===== src/rtl/rot_pipe_if.sv =====
// Stream bundle for rot_pipe: input word/amount/mode with
// valid/ready on the way in, result with valid/ready on the way out.
interface rot_pipe_if #(
  parameter int N      = 64,
  parameter int LOG2_N = 6
);
  logic              in_valid;
  logic              in_ready;
  logic [0:N-1]      in_data;
  logic [0:LOG2_N-1] in_amt;
  logic [1:0]        in_mode;
  logic              out_valid;
  logic              out_ready;
  logic [0:N-1]      out_data;

  modport master (
    output in_valid,
    output in_data,
    output in_amt,
    output in_mode,
    output out_ready,
    input  in_ready,
    input  out_valid,
    input  out_data
  );

  modport slave (
    input  in_valid,
    input  in_data,
    input  in_amt,
    input  in_mode,
    input  out_ready,
    output in_ready,
    output out_valid,
    output out_data
  );
endinterface


===== src/rtl/rot_pipe.sv =====
// Pipelined log-stage rotator/shifter: LOG2_N mux stages split into
// register ranks of REG_EVERY stages, with a stall-all valid/ready pipe.
module rot_pipe #(
  parameter int N         = 64,
  parameter int LOG2_N    = 6,
  parameter int REG_EVERY = 2
) (
  input logic       clk,
  input logic       rst,
  rot_pipe_if.slave bus
);
  localparam int L = (LOG2_N + REG_EVERY - 1) / REG_EVERY;

  typedef logic [0:N-1]      word_t;
  typedef logic [0:LOG2_N-1] amt_t;

  word_t      data_q [L];
  word_t      data_d [L];
  amt_t       amt_q  [L];
  amt_t       amt_d  [L];
  logic [1:0] mode_q [L];
  logic [1:0] mode_d [L];
  logic       fill_q [L];
  logic       fill_d [L];
  logic       vld_q  [L];
  logic       vld_d  [L];
  logic       adv;

  function automatic word_t stage_f(
    input word_t      d,
    input int         s,
    input logic       en,
    input logic [1:0] mode,
    input logic       fill
  );
    word_t o;
    int    sh;
    int    idx;
    o  = d;
    sh = N >> (s + 1);
    if (en) begin
      for (int k = 0; k < N; k++) begin
        case (mode)
          2'b00: begin
            idx  = (k - sh + N) % N;
            o[k] = d[idx];
          end
          2'b01: begin
            idx  = (k + sh) % N;
            o[k] = d[idx];
          end
          default: begin
            // SHR fills with 0, SAR with the bit captured at acceptance
            idx  = (k - sh + N) % N;
            o[k] = (k >= sh) ? d[idx] : (mode[0] & fill);
          end
        endcase
      end
    end
    return o;
  endfunction

  assign adv = bus.out_ready | ~vld_q[L-1];

  always_comb begin
    word_t      sd;
    amt_t       sa;
    logic [1:0] sm;
    logic       sf;
    logic       sv;
    int         p;
    for (int r = 0; r < L; r++) begin
      p = (r == 0) ? 0 : r - 1;
      if (r == 0) begin
        sd = bus.in_data;
        sa = bus.in_amt;
        sm = bus.in_mode;
        sf = bus.in_data[0];
        sv = bus.in_valid;
      end else begin
        sd = data_q[p];
        sa = amt_q[p];
        sm = mode_q[p];
        sf = fill_q[p];
        sv = vld_q[p];
      end
      for (int s = 0; s < LOG2_N; s++) begin
        if (s / REG_EVERY == r) begin
          sd = stage_f(sd, s, sa[s], sm, sf);
        end
      end
      data_d[r] = data_q[r];
      amt_d[r]  = amt_q[r];
      mode_d[r] = mode_q[r];
      fill_d[r] = fill_q[r];
      vld_d[r]  = vld_q[r];
      if (adv) begin
        data_d[r] = sd;
        amt_d[r]  = sa;
        mode_d[r] = sm;
        fill_d[r] = sf;
        vld_d[r]  = sv;
      end
    end
  end

  always_ff @(posedge clk or posedge rst) begin
    if (rst) begin
      for (int r = 0; r < L; r++) begin
        data_q[r] <= '0;
        amt_q[r]  <= '0;
        mode_q[r] <= '0;
        fill_q[r] <= 1'b0;
        vld_q[r]  <= 1'b0;
      end
    end else begin
      for (int r = 0; r < L; r++) begin
        data_q[r] <= data_d[r];
        amt_q[r]  <= amt_d[r];
        mode_q[r] <= mode_d[r];
        fill_q[r] <= fill_d[r];
        vld_q[r]  <= vld_d[r];
      end
    end
  end

  assign bus.in_ready  = adv;
  assign bus.out_valid = vld_q[L-1];
  assign bus.out_data  = data_q[L-1];
endmodule


===== src/flat_wrapper.sv =====
// flat-port wrapper written by rule: the top's interface ports become plain ports
module rot_pipe_flat 
#(
  parameter int N         = 64,
  parameter int LOG2_N    = 6,
  parameter int REG_EVERY = 2
)
  (clk, rst, bus_in_valid, bus_in_data, bus_in_amt, bus_in_mode, bus_out_ready, bus_in_ready, bus_out_valid, bus_out_data);
  rot_pipe_if #(.N(N), .LOG2_N(LOG2_N)) bus_i ();
  input logic clk;
  input logic rst;
  input wire logic [$bits(bus_i.in_valid)-1:0] bus_in_valid;
  input wire logic [$bits(bus_i.in_data)-1:0] bus_in_data;
  input wire logic [$bits(bus_i.in_amt)-1:0] bus_in_amt;
  input wire logic [$bits(bus_i.in_mode)-1:0] bus_in_mode;
  input wire logic [$bits(bus_i.out_ready)-1:0] bus_out_ready;
  output wire logic [$bits(bus_i.in_ready)-1:0] bus_in_ready;
  output wire logic [$bits(bus_i.out_valid)-1:0] bus_out_valid;
  output wire logic [$bits(bus_i.out_data)-1:0] bus_out_data;
  assign bus_i.in_valid = bus_in_valid;
  assign bus_i.in_data = bus_in_data;
  assign bus_i.in_amt = bus_in_amt;
  assign bus_i.in_mode = bus_in_mode;
  assign bus_i.out_ready = bus_out_ready;
  assign bus_in_ready = bus_i.in_ready;
  assign bus_out_valid = bus_i.out_valid;
  assign bus_out_data = bus_i.out_data;
  rot_pipe #(.N(N), .LOG2_N(LOG2_N), .REG_EVERY(REG_EVERY)) u_core (.clk(clk), .rst(rst), .bus(bus_i));
endmodule

===== config.mk =====
export PLATFORM = sky130hd
export DESIGN_NAME = rot_pipe_flat
export DESIGN_NICKNAME = d
export VERILOG_FILES = /design/src/rtl/rot_pipe_if.sv /design/src/rtl/rot_pipe.sv /design/src/flat_wrapper.sv
export SDC_FILE = /design/constraint.sdc
export NUM_CORES = 1
export LEC_CHECK = 0
export ABC_AREA = 1
export CORE_ASPECT_RATIO = 1.75
export CORE_MARGIN = 2
export CORE_UTILIZATION = 55
export DETAILED_ROUTE_END_ITERATION = 10
export GPL_ROUTABILITY_DRIVEN = 0
export PLACE_DENSITY_LB_ADDON = 0.3
export SYNTH_ARGS = -nofsm -noshare
export SYNTH_HDL_FRONTEND = slang
export SYNTH_SLANG_ARGS = --single-unit

===== constraint.sdc =====
create_clock -name clk -period 18.5 [get_ports clk]
set_input_delay 3.7 -clock clk [delete_from_list [all_inputs] [get_ports clk]]
set_output_delay 3.7 -clock clk [all_outputs]
set_load 0.03 [all_outputs]

==> flow_summary_export.csv, run 1 <==
group,metric,value,unit
run_status,status,"complete, no violations",
floorplan,die_h,243,um
routing,vias,20200,
floorplan,initial_core_util,0.558,
min_path,hp-class,"flip-flop to flip-flop",
timing,worst_pin_slew,1.25,ns
synthesis,yosysTopAreaCellShare,0.289,
synthesis,yosysTopAreaCell,"dfrtp_1",
synthesis,ys_warn_count,0,
timing,slew-limit-headroom,0.166,
timing,rsz0062_at_grt,"no",
clock_tree,cts.path.max_buffers,3,
placement,dp_hpwl,40100,um
clock_tree,cts-resized-gates,0,
layout,syn_to_final_growth,7.64,%
routing,antenna_left,0,
timing,min_period_over_period,0.507,
global_route,grt_max_degree,148,
timing,finalHoldViolCount,0,
floorplan,io_pins,142,
global_route,grt_pass1_vias,18100,
synthesis,syn-num-nets,3127,
worst_setup_path,critical_path.slowest_cell,"clkdlybuf4s50_1",
flow_run,drv_cap,0,
clock_tree,postCtsSetupRepairBufs,0,
power_and_ir_drop,ir_worst_vdd,0.0000857,V
routing,wl_per_cell,17.4,um
synthesis,synthTopCellsByArea,"dfrtp_1, nand2_1, nand3_1, a21oi_1, nor2_1",
global_route,overflow,0,
timing,setup_viol,0,
clock_tree,root_buffer,"clkbuf_16",
routing,finalWirelength,58400,um
timing,skew,0.0222,ns
global_route,grt_pass1_wl,94000,um
clock_tree,postCtsHoldBufs,0,
power_and_ir_drop,power_density,167,mW/mm2
layout,final_cells,3364,
synthesis,synth_seq_cells,207,
timing,fmax,107,MHz
synthesis,synthDistinctLibCells,21,
floorplan,die_area,0.0341,mm2
global_route,antenna_found_initial,0,
worst_setup_path,crit_required,14.80,ns
timing,drv_slew,0,
routing,drc,0,
timing,tns,0,ns
timing,fin_crit,9.38,ns
synthesis,ys_seq_area_frac,0.289,
worst_setup_path,cp_common_cell,"clkdlybuf4s50_1",
worst_setup_path,critPathLaunchType,"input pin",
global_route,grt_usage,0.338,
power_and_ir_drop,power.static_leakage,9.79,nW
clock_tree,cts_buffers,21,
worst_setup_path,worst_setup_path_end_kind,"primary output",
clock_tree,clock_sinks,207,
layout,num-nets-final,3025,
worst_setup_path,cp.arrival,5.68,ns
layout,drive_above_1_share,0.0628,
synthesis,netlist_area,0.0179,mm2
routing,drt-pass1-iter-count,8,
floorplan,fp-row-count,87,
floorplan,coreArea,0.0321,mm2
floorplan,die_w,140,um
placement,portBuffers,141,
placement,place_inst,3326,
worst_setup_path,crit_path_cell_trace,"clkdlybuf4s50_1, nor2_4, inv_8, clkdlybuf4s50_1",
clock_tree,clock_latency,0.54,ns
worst_setup_path,critPathKind,"input pin to primary output",
worst_setup_path,crit_path_max_incr_delay,0.81,ns
synthesis,synth_cells,3051,
clock_tree,clkSlewWorstSetupHoldPaths,0.06,ns
clock_tree,cts_tree,"yes",
worst_setup_path,crit_path_max_fanout,147,
clock_tree,cts_max_level,1,
worst_setup_path,critPathTopFamily,"buffers and inverters",
worst_setup_path,r2r_slack,15.08,ns
worst_setup_path,cp_num_buf_inv,3,
synthesis,avgSynthCellArea,5.87,um2
routing,drtIter0Drc,2498,
routing,vias_per_cell,6.02,
[path summary, 6_finish.rpt]
| kind | from | end | cells past startpoint |
|---|---|---|---|
| min | u_core.vld_q[1] | u_core.bus.out_valid | 2 |
| max reg2reg | u_core.mode_q[4] | u_core.data_q[125] | 8 |
| max in group asynchronous | rst | u_core.bus.out_data[25] | 3 |
| max | bus_out_ready | bus_in_ready | 4 |
| min reg2reg | u_core.vld_q[1] | u_core.bus.out_valid | 2 |
| min in group asynchronous | rst | u_core.mode_q[5] | 2 |
[cell usage after synthesis, drive strengths merged]
master / n
a21oi: 208
a22oi: 16
buf: 175
clkbuf: 111
clkinv: 1
dfrtp: 207
inv: 197
nand2: 970
nand3: 665
nand3b: 1
nor2: 241
o21ai: 149
or2: 110
[tightest hold or removal path: stages, from the launching register on]
cell	delay, ns
dfrtp_1	0.32
inv_1	0.05
nand2_1	0.06
[per-stage QoR]
step	setup slack, ns	hold slack (ns)	instance area, um2	power [mW]	util
floorplan	9.15	0.420	17900	2.30	-
global placement	9.14	0.453	18500	2.66	0.577
detailed placement	9.13	0.456	18500	2.71	0.577
CTS	9.13	0.475	19300	3.19	0.600
global route	9.05	0.509	19300	3.49	0.600
finish	9.12	0.468	19300	3.23	0.600
[final cells by class]
cell class / count / area, um2
Multi-Input combinational cell: 2360 / 10500
Tap cell: 400 / 500
Clock buffer: 26 / 574
Clock inverter: 11 / 186
Sequential cell: 207 / 5190
Antenna cell: 1 / 2.50
Inverter: 198 / 758
Timing Repair Buffer: 161 / 1550
Fill cell: 3185 / 12800
[state kept, by name, summed over array words and instances (netlist names)]
register and cells:
u_core.bus.out_data 64, u_core.data_q 128, u_core.mode_q 4, u_core.vld_q 2, u_core.amt_q 6, u_core.bus.out_valid 1, u_core.fill_q 2
[power by group]
group	leakage [nW]	internal, mW	total (mW)	switching (mW)
Combinational	7.02	0.656	1.81	1.15
Sequential	2.40	0.647	0.932	0.285
Clock	0.374	0.290	0.483	0.193
[cell usage in the layout, fill, tap and decap left out, drive strengths merged]
cell,Yosys,routed
nand2,970,970
nand3,665,665
nor2,241,241
a21oi,208,208
dfrtp,207,207
inv,197,198
o21ai,149,149
clkdlybuf4s50,0,139
or2,110,110
clkbuf,111,26
buf,175,22
a22oi,16,16
bufinv,0,5
clkinv,1,5
diode,0,1
nand3b,1,1
clkinvlp,0,1
[cells by family after synthesis]
kind of cell / share of synthesized area
flip-flops: 0.289
AO/OA/AOI/OAI: 0.106
buffers and inverters: 0.125
AND/OR/NAND/NOR: 0.480
[routing by layer]
metal	track usage	vias to the layer above	routed length [um]
met5	0	-	0
met4	0.249	0	5020
met3	0.0381	265	4840
met2	0.544	1165	27200
met1	0.416	9191	21300
li1	-	9623	-
Note: power is estimated with default switching activity, not from simulation.
==> run 2, diff against run 1 <==
==> constraint.sdc (replaced) <==
create_clock -name clk -period 9.6 [get_ports clk]
set_input_delay 1.92 -clock clk [delete_from_list [all_inputs] [get_ports clk]]
set_output_delay 1.92 -clock clk [all_outputs]
set_load 0.03 [all_outputs]
==> run 2 against run 1 <==
  * Register-to-register slack got worse by 8.7 ns
  * First-iteration DRC count decreased by 4.3%
  * Global-route usage decreased by 0.12 points
  * Routed wire length increased by 0.13%
  * Sequential power increased by 92%
  * Non-clock buffer count unchanged
  * Core utilization decreased by 0.12 points
  * Count of clock-buffer cells in the layout increased by 4
  * Combinational power increased by 93%
  * Sequential cell count unchanged
  * Largest cell class unchanged
  * Largest power group unchanged
  * Highest routed layer unchanged
==> flow_summary_export.csv, run 2 (synthesis results as in run 1) <==
group,metric,value,unit
routing,antenna_left,0,
power_and_ir_drop,power_density,322,mW/mm2
clock_tree,clkSlewWorstSetupHoldPaths,0.06,ns
worst_setup_path,cp_num_buf_inv,3,
timing,skew,0.0151,ns
power_and_ir_drop,clkPwrFrac,0.144,
timing,fmax,174,MHz
layout,final_cell_mix,"nand2_1, nand3_1, nor2_1",
timing,tns,0,ns
global_route,antenna_found_initial,0,
routing,wl_per_cell,17.4,um
timing,finalHoldViolCount,0,
routing,vias,20200,
clock_tree,postCtsSetupRepairBufs,0,
min_path,hold_depth,2,
worst_setup_path,crit_path_cell_trace,"clkdlybuf4s50_1, nor2_4, inv_8, clkdlybuf4s50_1",
global_route,grt_usage,0.337,
routing,drc,0,
layout,regArea,0.00519,mm2
placement,dpl-instance-area,0.0185,mm2
global_route,grt_max_degree,142,
timing,slew-limit-headroom,0.121,
power_and_ir_drop,ir_worst_vdd,0.000181,V
layout,diodes,0,
worst_setup_path,critical_path.slowest_cell,"clkdlybuf4s50_1",
timing,fin_crit,5.74,ns
timing,rsz0062_at_grt,"no",
floorplan,coreArea,0.0321,mm2
global_route,overflow,0,
min_path,hp-class,"flip-flop to flip-flop",
timing,min_period_over_period,0.598,
worst_setup_path,critPathLaunchType,"input pin",
power_and_ir_drop,seqPwrFrac,0.289,
clock_tree,cts-resized-gates,0,
worst_setup_path,path_depth,4,
worst_setup_path,cp.arrival,3.82,ns
timing,worst_pin_slew,1.32,ns
clock_tree,root_buffer,"clkbuf_16",
global_route,grt_pass1_wl,94100,um
worst_setup_path,crit_path_max_fanout,130,
worst_setup_path,reg2reg_depth,8,
worst_setup_path,cp_common_cell,"clkdlybuf4s50_1",
routing,drtIter0Drc,2390,
clock_tree,cts.path.max_buffers,3,
placement,dp_hpwl,40600,um
layout,syn_to_final_growth,7.42,%
clock_tree,clock_sinks,207,
clock_tree,cts_max_level,1,
worst_setup_path,critPathKind,"input pin to primary output",
routing,drt-pass1-iter-count,8,
power_and_ir_drop,p_int,3.03,mW
worst_setup_path,worst_setup_path_end_kind,"primary output",
layout,n_fill_cell,3123,
clock_tree,clock_latency,0.54,ns
power_and_ir_drop,switching_power,3.15,mW
worst_setup_path,crit_path_max_incr_delay,0.80,ns
layout,largest_register,"u_core.data_q",
placement,portBuffers,141,
worst_setup_path,crit_required,7.68,ns
routing,vias_per_cell,6.02,
layout,multi_input_area,0.0105,mm2
routing,finalWirelength,58400,um
global_route,grt_pass1_vias,18600,
run_status,status,"complete, no violations",
floorplan,die_area,0.0341,mm2
layout,drive_above_1_share,0.0621,
clock_tree,cts_tree,"yes",
clock_tree,cts_buffers,21,
clock_tree,postCtsHoldBufs,0,
power_and_ir_drop,power.static_leakage,9.78,nW
power_and_ir_drop,power_frac_comb,0.566,
layout,num-nets-final,3025,
flow_run,drv_cap,0,
timing,setup_viol,0,
floorplan,initial_core_util,0.558,
layout,largest_register_ffs,128,
floorplan,fp-row-count,87,
floorplan,die_w,140,um
worst_setup_path,critPathTopFamily,"buffers and inverters",
floorplan,io_pins,142,
layout,final_common_cell,"nand2_1",
worst_setup_path,r2r_slack,6.42,ns
layout,post-route-cell-area,0.0192,mm2
floorplan,die_h,243,um
power_and_ir_drop,swShare,0.509,
timing,drv_slew,0,
## run 2: cell types whose count changed in the layout (fill, tap and decap cells not counted)
cell / previous run / this run
bufinv_16: 5 / 3
clkbuf_1: 2 / 4
clkbuf_8: 3 / 5
clkinv_2: 4 / 3
clkinvlp_4: 1 / 0
diode_2: 1 / 0
## run 2: tightest hold or removal path: cells and delay by family, from the launching register on
| family | cells | cell delay [ns] |
|---|---|---|
| flip-flops | 1 | 0.32 |
| AND/OR/NAND/NOR | 1 | 0.06 |
| buffers and inverters | 1 | 0.05 |
## run 2: per-stage QoR
step	worst slack (ns)	power, mW	instances	util	hold WS (ns)
finish	3.86	6.19	3363	0.599	0.461
global route	3.79	6.67	3363	0.599	0.474
CTS	3.85	6.12	3363	0.599	0.463
detailed placement	3.86	5.22	3326	0.577	0.452
global placement	3.88	5.12	3326	0.577	0.455
floorplan	2.03	4.43	3051	-	0.420
## run 2: path summary, 6_finish.rpt
| kind | from | endpoint |
|---|---|---|
| hold reg to reg | u_core.vld_q[1] | u_core.bus.out_valid |
| max in group asynchronous | rst | u_core.amt_q[7] |
| setup reg to reg | u_core.mode_q[4] | u_core.data_q[126] |
| hold / removal | u_core.vld_q[1] | u_core.bus.out_valid |
| min in group asynchronous | rst | u_core.fill_q[2] |
| setup / recovery | bus_out_ready | bus_in_ready |
## run 2: cell type report
class,instances,share of cell area
multi-input combinational,2360,0.547
clock buffer,30,0.0317
inverter,198,0.0394
sequential,207,0.270
timing repair buffer,161,0.0807
clock inverter,7,0.00592
tap,400,0.0260
## run 2: power by group through the flow
stage               Combinational, mW  Sequential [mW]  Clock, mW
CTS                              3.46             1.76      0.899
detailed placement               3.44             1.78          0
global placement                 3.36             1.76          0
floorplan                        2.91             1.51          0
global route                     3.92             1.83      0.925
finish                           3.50             1.79      0.893
## run 2: routing by layer
metal / global-route usage / vias up / share of wire
met5: 0 / - / 0
met3: 0.0450 / 293 / 0.081
li1: - / 9629 / -
met2: 0.543 / 1137 / 0.47
met4: 0.268 / 0 / 0.091
met1: 0.400 / 9170 / 0.36
